--- config.mk ---
export PLATFORM = sky130hd
export DESIGN_NAME = pipeline_hazard_ctrl
export DESIGN_NICKNAME = d
export VERILOG_FILES = /design/src/rtl/pipe_pkg.sv /design/src/rtl/mem_wait_fsm.sv /design/src/rtl/pipeline_hazard_ctrl.sv
export SDC_FILE = /design/constraint.sdc
export NUM_CORES = 1
export LEC_CHECK = 0
export BUFFER_PORTS_ARGS = -buffer_cell sky130_fd_sc_hd__buf_2
export CORE_ASPECT_RATIO = 1.25
export CORE_UTILIZATION = 31
export DETAILED_ROUTE_END_ITERATION = 8
export PLACE_DENSITY = 0.57
export SLEW_MARGIN = 20
export SYNTH_ARGS = -nofsm -noshare
export SYNTH_HDL_FRONTEND = slang
export SYNTH_SLANG_ARGS = --single-unit
--- constraint.sdc ---
create_clock -name clk -period 3.6 [get_ports clk]
set_clock_uncertainty 0.1 [all_clocks]
set_input_delay 0.72 -clock clk [delete_from_list [all_inputs] [get_ports clk]]
set_output_delay 0.72 -clock clk [all_outputs]
set_load 0.01 [all_outputs]
--- src/rtl/pipe_pkg.sv ---
// Shared types and helpers for the pipeline hazard controller.
// Holds the forwarding-select codes, the memory FSM state enum and the register-match helpers.
package pipe_pkg;

   localparam logic [1:0] FWD_RF  = 2'b00;
   localparam logic [1:0] FWD_WB  = 2'b01;
   localparam logic [1:0] FWD_MEM = 2'b10;

   typedef enum logic [1:0] {
      IDLE = 2'd0,
      WAIT = 2'd1,
      ERR  = 2'd2
   } mem_state_e;

   // Register 0 is hard-wired to zero, so it can never create a dependency.
   function automatic logic reg_match(input logic [4:0] a, input logic [4:0] b);
      return (a != 5'd0) && (a == b);
   endfunction

   function automatic logic [1:0] fwd_sel(input logic [4:0] src,
                                          input logic       reg_write_m,
                                          input logic [4:0] write_reg_m,
                                          input logic       reg_write_w,
                                          input logic [4:0] write_reg_w);
      if (reg_write_m && reg_match(src, write_reg_m)) return FWD_MEM;
      if (reg_write_w && reg_match(src, write_reg_w)) return FWD_WB;
      return FWD_RF;
   endfunction

endpackage

--- src/rtl/mem_wait_fsm.sv ---
// Data-memory access sequencer: drives dmem_req, freezes the pipeline while an access is
// outstanding, and latches a sticky error when the ack does not come within TIMEOUT WAIT cycles.
module mem_wait_fsm
   import pipe_pkg::*;
#(
   parameter int unsigned TIMEOUT = 255
) (
   input  logic clk,
   input  logic rst,
   input  logic memop_i,
   input  logic dmem_ack_i,
   output logic dmem_req_o,
   output logic memstall_o,
   output logic mem_err_o
);

   localparam logic [7:0] TIMEOUT_M1 = 8'(TIMEOUT - 1);

   mem_state_e state_q, state_d;
   logic [7:0] tcnt_q, tcnt_d;
   logic       err_q, err_d;

   always_ff @(posedge clk or posedge rst) begin
      if (rst) begin
         state_q <= IDLE;
         tcnt_q  <= 8'd0;
         err_q   <= 1'b0;
      end else begin
         // NOTE: state updates use non-blocking assignment so every register samples pre-edge values.
         state_q <= state_d;
         tcnt_q  <= tcnt_d;
         err_q   <= err_d;
      end
   end

   always_comb begin
      state_d = state_q;
      tcnt_d  = tcnt_q;
      err_d   = err_q;
      case (state_q)
         IDLE: begin
            if (memop_i && !dmem_ack_i) begin
               state_d = WAIT;
               tcnt_d  = 8'd0;
            end
         end
         WAIT: begin
            if (dmem_ack_i) begin
               state_d = IDLE;
            end else if (tcnt_q == TIMEOUT_M1) begin
               state_d = ERR;
               err_d   = 1'b1;
            end else begin
               tcnt_d = tcnt_q + 8'd1;
            end
         end
         ERR:     state_d = ERR;
         default: state_d = IDLE;
      endcase
   end

   // A missed ack in IDLE already holds the pipeline, so the instruction stays in MEM.
   always_comb begin
      dmem_req_o = 1'b0;
      memstall_o = 1'b0;
      case (state_q)
         IDLE: begin
            dmem_req_o = memop_i;
            memstall_o = memop_i & ~dmem_ack_i;
         end
         WAIT: begin
            dmem_req_o = 1'b1;
            memstall_o = ~dmem_ack_i;
         end
         default: begin
            dmem_req_o = 1'b0;
            memstall_o = 1'b0;
         end
      endcase
      if (rst) begin
         dmem_req_o = 1'b0;
         memstall_o = 1'b0;
      end
   end

   assign mem_err_o = err_q;

endmodule

--- src/rtl/pipeline_hazard_ctrl.sv ---
// Hazard and sequencing controller for the 5-stage MIPS pipeline: forwarding selects,
// load-use/branch stalls, flushes, memory-wait freeze and a saturating stall-cycle counter.
module pipeline_hazard_ctrl
   import pipe_pkg::*;
#(
   parameter int unsigned TIMEOUT = 255,
   parameter int unsigned CNT_W   = 32
) (
   input  logic             clk,
   input  logic             rst,
   input  logic [4:0]       RsD,
   input  logic [4:0]       RtD,
   input  logic             BranchD,
   input  logic             PCSrcD,
   input  logic [4:0]       RsE,
   input  logic [4:0]       RtE,
   input  logic [4:0]       WriteRegE,
   input  logic             RegWriteE,
   input  logic             MemtoRegE,
   input  logic [4:0]       WriteRegM,
   input  logic             RegWriteM,
   input  logic             MemtoRegM,
   input  logic             MemWriteM,
   input  logic [4:0]       WriteRegW,
   input  logic             RegWriteW,
   input  logic             dmem_ack,
   output logic [1:0]       ForwardAE,
   output logic [1:0]       ForwardBE,
   output logic             ForwardAD,
   output logic             ForwardBD,
   output logic             StallF,
   output logic             StallD,
   output logic             StallE,
   output logic             StallM,
   output logic             FlushD,
   output logic             FlushE,
   output logic             dmem_req,
   output logic             mem_err,
   output logic [CNT_W-1:0] stall_cnt
);

   logic             memop;
   logic             memstall;
   logic             lwstall;
   logic             branchstall;
   logic             hz;
   logic [CNT_W-1:0] stall_cnt_q, stall_cnt_d;

   assign memop = MemtoRegM | MemWriteM;

   mem_wait_fsm #(
      .TIMEOUT(TIMEOUT)
   ) u_mem_wait_fsm (
      .clk       (clk),
      .rst       (rst),
      .memop_i   (memop),
      .dmem_ack_i(dmem_ack),
      .dmem_req_o(dmem_req),
      .memstall_o(memstall),
      .mem_err_o (mem_err)
   );

   assign lwstall     = MemtoRegE & (reg_match(RtE, RsD) | reg_match(RtE, RtD));
   assign branchstall = BranchD &
                        ((RegWriteE & (reg_match(WriteRegE, RsD) | reg_match(WriteRegE, RtD))) |
                         (MemtoRegM & (reg_match(WriteRegM, RsD) | reg_match(WriteRegM, RtD))));
   assign hz          = lwstall | branchstall;

   always_comb begin
      // NOTE: every output gets a default before any branch, so no path can infer a latch.
      ForwardAE = FWD_RF;
      ForwardBE = FWD_RF;
      ForwardAD = 1'b0;
      ForwardBD = 1'b0;
      StallF    = 1'b0;
      StallD    = 1'b0;
      StallE    = 1'b0;
      StallM    = 1'b0;
      FlushD    = 1'b0;
      FlushE    = 1'b0;
      if (!rst) begin
         ForwardAE = fwd_sel(RsE, RegWriteM, WriteRegM, RegWriteW, WriteRegW);
         ForwardBE = fwd_sel(RtE, RegWriteM, WriteRegM, RegWriteW, WriteRegW);
         ForwardAD = RegWriteM & reg_match(RsD, WriteRegM);
         ForwardBD = RegWriteM & reg_match(RtD, WriteRegM);
         // A frozen pipeline must not be bubbled; hazards are re-evaluated after release.
         if (memstall) begin
            StallF = 1'b1;
            StallD = 1'b1;
            StallE = 1'b1;
            StallM = 1'b1;
         end else begin
            StallF = hz;
            StallD = hz;
            FlushE = hz;
            FlushD = PCSrcD & ~hz;
         end
      end
   end

   always_comb begin
      stall_cnt_d = stall_cnt_q;
      if (StallF && (stall_cnt_q != {CNT_W{1'b1}})) stall_cnt_d = stall_cnt_q + CNT_W'(1);
   end

   always_ff @(posedge clk or posedge rst) begin
      if (rst) stall_cnt_q <= '0;
      else     stall_cnt_q <= stall_cnt_d;
   end

   assign stall_cnt = stall_cnt_q;

endmodule

== Yosys cells after proc, flatten, opt, wreduce, memory -nomap -nowiden ==
Cells that the tools add are included.

* Bits in registers: 43
* Bits in latches: 0
* Bits in writable memories: 0
* Bits in read-only memories: 0
* Bits of input ports: 46
* Memories: 0

* Add/sub/neg operators: 2
* $mul: 0
* Divide/modulo/power cells: 0
* Order comparisons: 0
* Equality and inequality tests: 20
* Shift-type cells: 0
* Muxes and demuxes: 42
* Bitwise logic cells: 16
* Reductions and logical operators: 30

{| class="wikitable"
|+ Operators with widths
! operator !! count
|-
| 5-bit == test || 12
|-
| 32-bit by 1-bit adder with 32-bit output (second input constant) || 1
|-
| 32-bit != test (second input constant) || 1
|-
| 5-bit nonzero test || 6
|-
| 2-bit two-way mux || 13
|-
| 8-bit two-way mux || 3
|-
| 1-bit two-way mux || 22
|-
| 1-bit logical AND || 18
|-
| 8-bit case mux with 2 select lines || 1
|-
| 8-bit by 1-bit adder with 8-bit output (second input constant) || 1
|-
| 1-bit bitwise AND || 8
|-
| 8-bit == test (second input constant) || 1
|-
| 1-bit bitwise OR || 6
|-
| 2-bit case mux with 3 select lines || 1
|-
| 2-bit != test (second input constant) || 2
|-
| 1-bit case mux with 2 select lines || 2
|-
| 4-bit AND reduction || 1
|-
| 3-bit by 2-bit != test with 1-bit output (second input constant) || 1
|-
| 3-bit AND reduction || 1
|-
| 2-bit by 1-bit == test with 1-bit output (second input constant) || 1
|-
| 2-bit == test (second input constant) || 1
|-
| 2-bit logical NOT || 1
|-
| 2-bit by 1-bit != test with 1-bit output (second input constant) || 1
|-
| 1-bit NOT || 2
|-
| 3 further kinds || 3
|}

== Logic depth before layout (Yosys ltp) ==
* Depth after elaboration: 11
* Depth in mapped cells: 10
* Gate-level depth less buffers: 8

== Hierarchy ==
Synthesis repeated with hierarchy kept, for this count alone.

* Cell total of the unflattened synthesis: 334
* Area total of the unflattened synthesis: 3093.0 um2

{| class="wikitable"
|+ By module, submodules not included
! module !! times used !! cells an instance !! area each (um2)
|-
| pipeline_hazard_ctrl || 1 || 274 || 2466.1
|-
| mem_wait_fsm || 1 || 60 || 626.9
|}

== Worst setup path before layout ==
No wires, ideal clock.

* Path type: input to output
* From: in rst
* To: out ForwardAD
* Data arrival time: 2.780 ns
* Required time: 2.780 ns
* Path slack: 0.000 ns
* Stages on the path: 4
* Buffers on the path: 1
* Cell sequence: inv_1 clkbuf_1 nand2_1 nor3_1

* Cells in the longest elaborated chain, start to end: 1

{| class="wikitable"
|+ RTL lines
! element !! RTL line !! text
|-
| from (decl) || pipeline_hazard_ctrl.sv:10 || <nowiki>input logic rst,</nowiki>
|-
| 1-bit two-way mux || pipeline_hazard_ctrl.sv:81 || <nowiki>if (!rst) begin</nowiki>
|-
| to (decl) || pipeline_hazard_ctrl.sv:29 || <nowiki>output logic ForwardAD,</nowiki>
|}

Every way passes these cells.

== Worst setup path after layout ==
* From: in WriteRegE[1]
* To: out FlushD

* Cells in the longest elaborated chain, start to end: 11

{| class="wikitable"
|+ RTL lines
! element !! RTL line !! text
|-
| from (decl) || pipeline_hazard_ctrl.sv:17 || <nowiki>input logic [4:0] WriteRegE,</nowiki>
|-
| 5-bit == test or 5-bit nonzero test (tied branches) || pipe_pkg.sv:17 || <nowiki>return (a != 5'd0) && (a == b);</nowiki>
|-
| 1-bit logical AND || pipe_pkg.sv:17 ||
|-
| 1-bit bitwise OR (*) || pipeline_hazard_ctrl.sv:65 || <nowiki>((RegWriteE & (reg_match(WriteRegE, RsD) | reg_match(WriteRegE, RtD))) |</nowiki>
|-
| 1-bit bitwise AND (*) || pipeline_hazard_ctrl.sv:65 ||
|-
| 1-bit bitwise OR (*) || pipeline_hazard_ctrl.sv:65 ||
|-
| 1-bit bitwise AND (*) || pipeline_hazard_ctrl.sv:64 || <nowiki>assign branchstall = BranchD &</nowiki>
|-
| 1-bit bitwise OR (*) || pipeline_hazard_ctrl.sv:67 || <nowiki>assign hz = lwstall | branchstall;</nowiki>
|-
| 1-bit NOT (*) || pipeline_hazard_ctrl.sv:96 || <nowiki>FlushD = PCSrcD & ~hz;</nowiki>
|-
| 1-bit bitwise AND (*) || pipeline_hazard_ctrl.sv:96 ||
|-
| 1-bit two-way mux (*) || pipeline_hazard_ctrl.sv:87 || <nowiki>if (memstall) begin</nowiki>
|-
| 1-bit two-way mux (*) || pipeline_hazard_ctrl.sv:81 ||
|-
| to (decl) || pipeline_hazard_ctrl.sv:35 || <nowiki>output logic FlushD,</nowiki>
|}

Mark *: on every way between the ends. The rest lies on a longest branch, timed or not.

==> impl_metrics.yaml <==
outcome:
  status: "complete, no violations"
setup_path:
  crit_top_cell: "buf_2"
  rr_worst_depth: 8
  r2r_end: "stall_cnt[1]$_DFFE_PP0P_"
  reg2reg_slack_ns: 1.04
  arrival_ns: 2.49
  worst-path-stages: 7
  end_kind: "output port"
  slowest_stage: "or4_1"
  crit_chain: "buf_2 -> or4_1 -> o211ai_1 -> o22ai_1 -> or3b_1 -> nor3b_1 -> buf_2"
  crit_path_end: "FlushD"
  crit_start: "WriteRegE[1]"
  worst_ep_required_time_ns: 2.78
  r2r_start: "stall_cnt[0]$_DFFE_PP0P_"
  cp-start-kind: "primary input"
  path_class: "primary input to output port"
  crit_buf_inv: 2
  crit_path_max_fanout: 3
  crit_family: "simple AND/OR/NAND/NOR gates"
  crit_path_max_incr_delay_ns: 0.51
global_routing:
  grt_max_degree: 32
  grt_pass1_vias: 2593
  grt_pass1_wl_um: 12500
  grt_antenna_before_repair: 0
  grt_overflow: 0
  grt_usage: 0.158
clocking:
  post_cts_resize_count: 0
  cts_tree: "built"
  clkTransAtPathRegs_ns: 0.06
  htreeDepth: 2
  cts_root_buffer: "clkbuf_16"
  post_cts_buffers: 0
  clockBufferDepth: 2
  cts_made_buffers: 5
  clkSinkCount: 43
  cts_hold_buf: 0
  clk_latency_ns: 0.28
flow_run:
  maxCapViolations: 0
power_and_ir_drop:
  p_leak_nw: 1.67
  powerDensity_nw_per_um2: 358
  intPower_mw: 0.923
  ir_drop_mv: 0.179
  switchingPower_mw: 0.389
  pwr-share-comb: 0.222
  power.total_mw: 1.31
  seq_power_share: 0.440
  p_clk_frac: 0.338
  swShare: 0.296
sta:
  maxClockFrequency_ghz: 0.302
  min_period_over_period: 0.919
  finalSetupTns_ns: 0
  setup_viol: 0
  slew_headroom: 0.569
  rsz0062_at_grt: "false"
  slew_viol_final: 0
  finalCriticalPeriod_ns: 3.31
  tightest_slew_ns: 0.640
  holdWs_ns: 0.380
  hold_viol: 0
floorplan:
  ios: 92
  fp.dieW_um: 89.7
  dieHeight_um: 112
  die-area_sq_um: 10000
  rows: 39
  start_util: 0.323
  core_sq_um: 9220
detailed_routing:
  drc_errors: 0
  drt_iter0_drc: 70
  finalWirelength_um: 7420
  ant_nets: 0
  drt_pass1_iterations: 4
  vias_per_cell: 5.04
  vias: 2706
  post_drt_wl_per_cell_um: 13.8
final_layout:
  final_area_sq_um: 3660
  n_fill_cell: 964
  area_delta_synth_final_pct: 23.0
  mostFrequentLayoutCell: "buf_2"
  nNetsFinal: 463
  layout_common_cells: "buf_2 (91), xnor2_1 (46), dfrtp_1 (43)"
  antenna_cells: 0
  final_util: 0.397
  drive_gt1_frac: 0.278
logic_synthesis:
  yosys_register_bits: 43
  synth.largest_area_cell: "dfrtp_1"
  netlist_area_sq_um: 2980
  synth_area_leaders: "dfrtp_1 (36%), xnor2_1 (14%), xor2_1 (12%)"
  syn_area_per_cell_sq_um: 9.06
  yosys_warnings: 0
  ys_types: 39
  synth_top_area_frac: 0.361
  syn_inst: 329
  ys_seq_area_frac: 0.361
  synth_fp_nets: 378
placement:
  port_buffers: 91
  placed_area_sq_um: 3520
  hpwl_um: 5840
  gp_congestion: 0.825
min_path:
  hold_path_class: "flip-flop to flip-flop"
[registers in the layout (all words and copies together) (netlist names)]
| register | count |
|---|---|
| u_mem_wait_fsm.state_q | 2 |
| stall_cnt | 32 |
| u_mem_wait_fsm.mem_err_o | 1 |
| u_mem_wait_fsm.tcnt_q | 8 |
[stage by stage]
stage | std cells | setup slack (ns)
finish | 537 | 0.291
detailed placement | 530 | 0.277
floorplan | 329 | 0.000302
global placement | 530 | 0.287
CTS | 537 | 0.277
global route | 537 | 0.140
[cells by family (layout without fill, tap and decap cells)]
logic type,after synthesis,after routing,synth area share
AOI/OAI and AO/OA,13,13,0.0294
xor gates and xnor gates,86,86,0.253
adders and majority gates,3,3,0.0126
buffers and inverters,24,109,0.0445
DFF,43,43,0.361
muxes,1,1,0.00504
and+or+nand+nor,159,159,0.294
[power by group through the flow]
stage	logic (mW)	registers [mW]	clock network, mW
floorplan	0.175	0.589	0
global placement	0.292	0.585	0
detailed placement	0.294	0.587	0
CTS	0.295	0.578	0.459
global route	0.329	0.587	0.478
finish	0.291	0.577	0.444
[Yosys cell counts]
cell type,count
nor4b_2,1
buf_6,3
buf_4,2
nand3_1,28
or2_2,2
nand2_1,24
xnor2_1,46
o211ai_1,1
a21o_1,1
o22ai_1,1
o211ai_2,1
nor4_1,12
a22oi_1,2
nor2_1,22
o21ai_2,1
o21ai_0,5
nor3b_1,4
or3b_1,1
inv_1,5
nor3_1,16
nor2b_1,3
and3_1,9
and2_4,1
or4_4,2
nor4b_1,1
buf_2,10
or3_1,2
nand4_1,16
clkbuf_1,4
or4_1,4
nand2b_1,2
mux2_4,1
xor2_1,40
nor4_2,1
a21oi_1,1
dfrtp_1,43
and2_1,4
ha_1,3
and4_1,4
[how the worst min path moves through the flow]
stage	from	to	slack, ns	cells after the start
floorplan	u_mem_wait_fsm.tcnt_q[4]$_DFFE_PP0P_	u_mem_wait_fsm.tcnt_q[4]$_DFFE_PP0P_	0.40	2
global placement	u_mem_wait_fsm.mem_err_o$_DFFE_PP0P_	u_mem_wait_fsm.mem_err_o$_DFFE_PP0P_	0.37	1
detailed placement	u_mem_wait_fsm.mem_err_o$_DFFE_PP0P_	u_mem_wait_fsm.mem_err_o$_DFFE_PP0P_	0.38	1
CTS	stall_cnt[6]$_DFFE_PP0P_	stall_cnt[6]$_DFFE_PP0P_	0.40	1
global route	stall_cnt[6]$_DFFE_PP0P_	stall_cnt[6]$_DFFE_PP0P_	0.42	1
finish	u_mem_wait_fsm.mem_err_o$_DFFE_PP0P_	u_mem_wait_fsm.mem_err_o$_DFFE_PP0P_	0.38	1
[layer usage]
layer | global-route usage | wire, um | vias to the layer above
li1 | - | - | 1316
met4 | 0.0529 | 121 | 0
met2 | 0.267 | 3640 | 92
met3 | 0.0297 | 412 | 13
met5 | 0 | 0 | -
met1 | 0.197 | 3240 | 1285
[cell type report]
| cell class | count | area [sq um] | share of cell area |
|---|---|---|---|
| timing repair buffer | 97 | 500 | 0.137 |
| clock buffer | 6 | 139 | 0.0379 |
| inverter | 5 | 18.8 | 0.00512 |
| clock inverter | 1 | 5.00 | 0.00137 |
| multi-input combinational | 262 | 1770 | 0.483 |
| sequential | 43 | 1080 | 0.294 |
| tap | 123 | 154 | 0.0420 |
No activity file was read; power rests on OpenSTA's default activity.
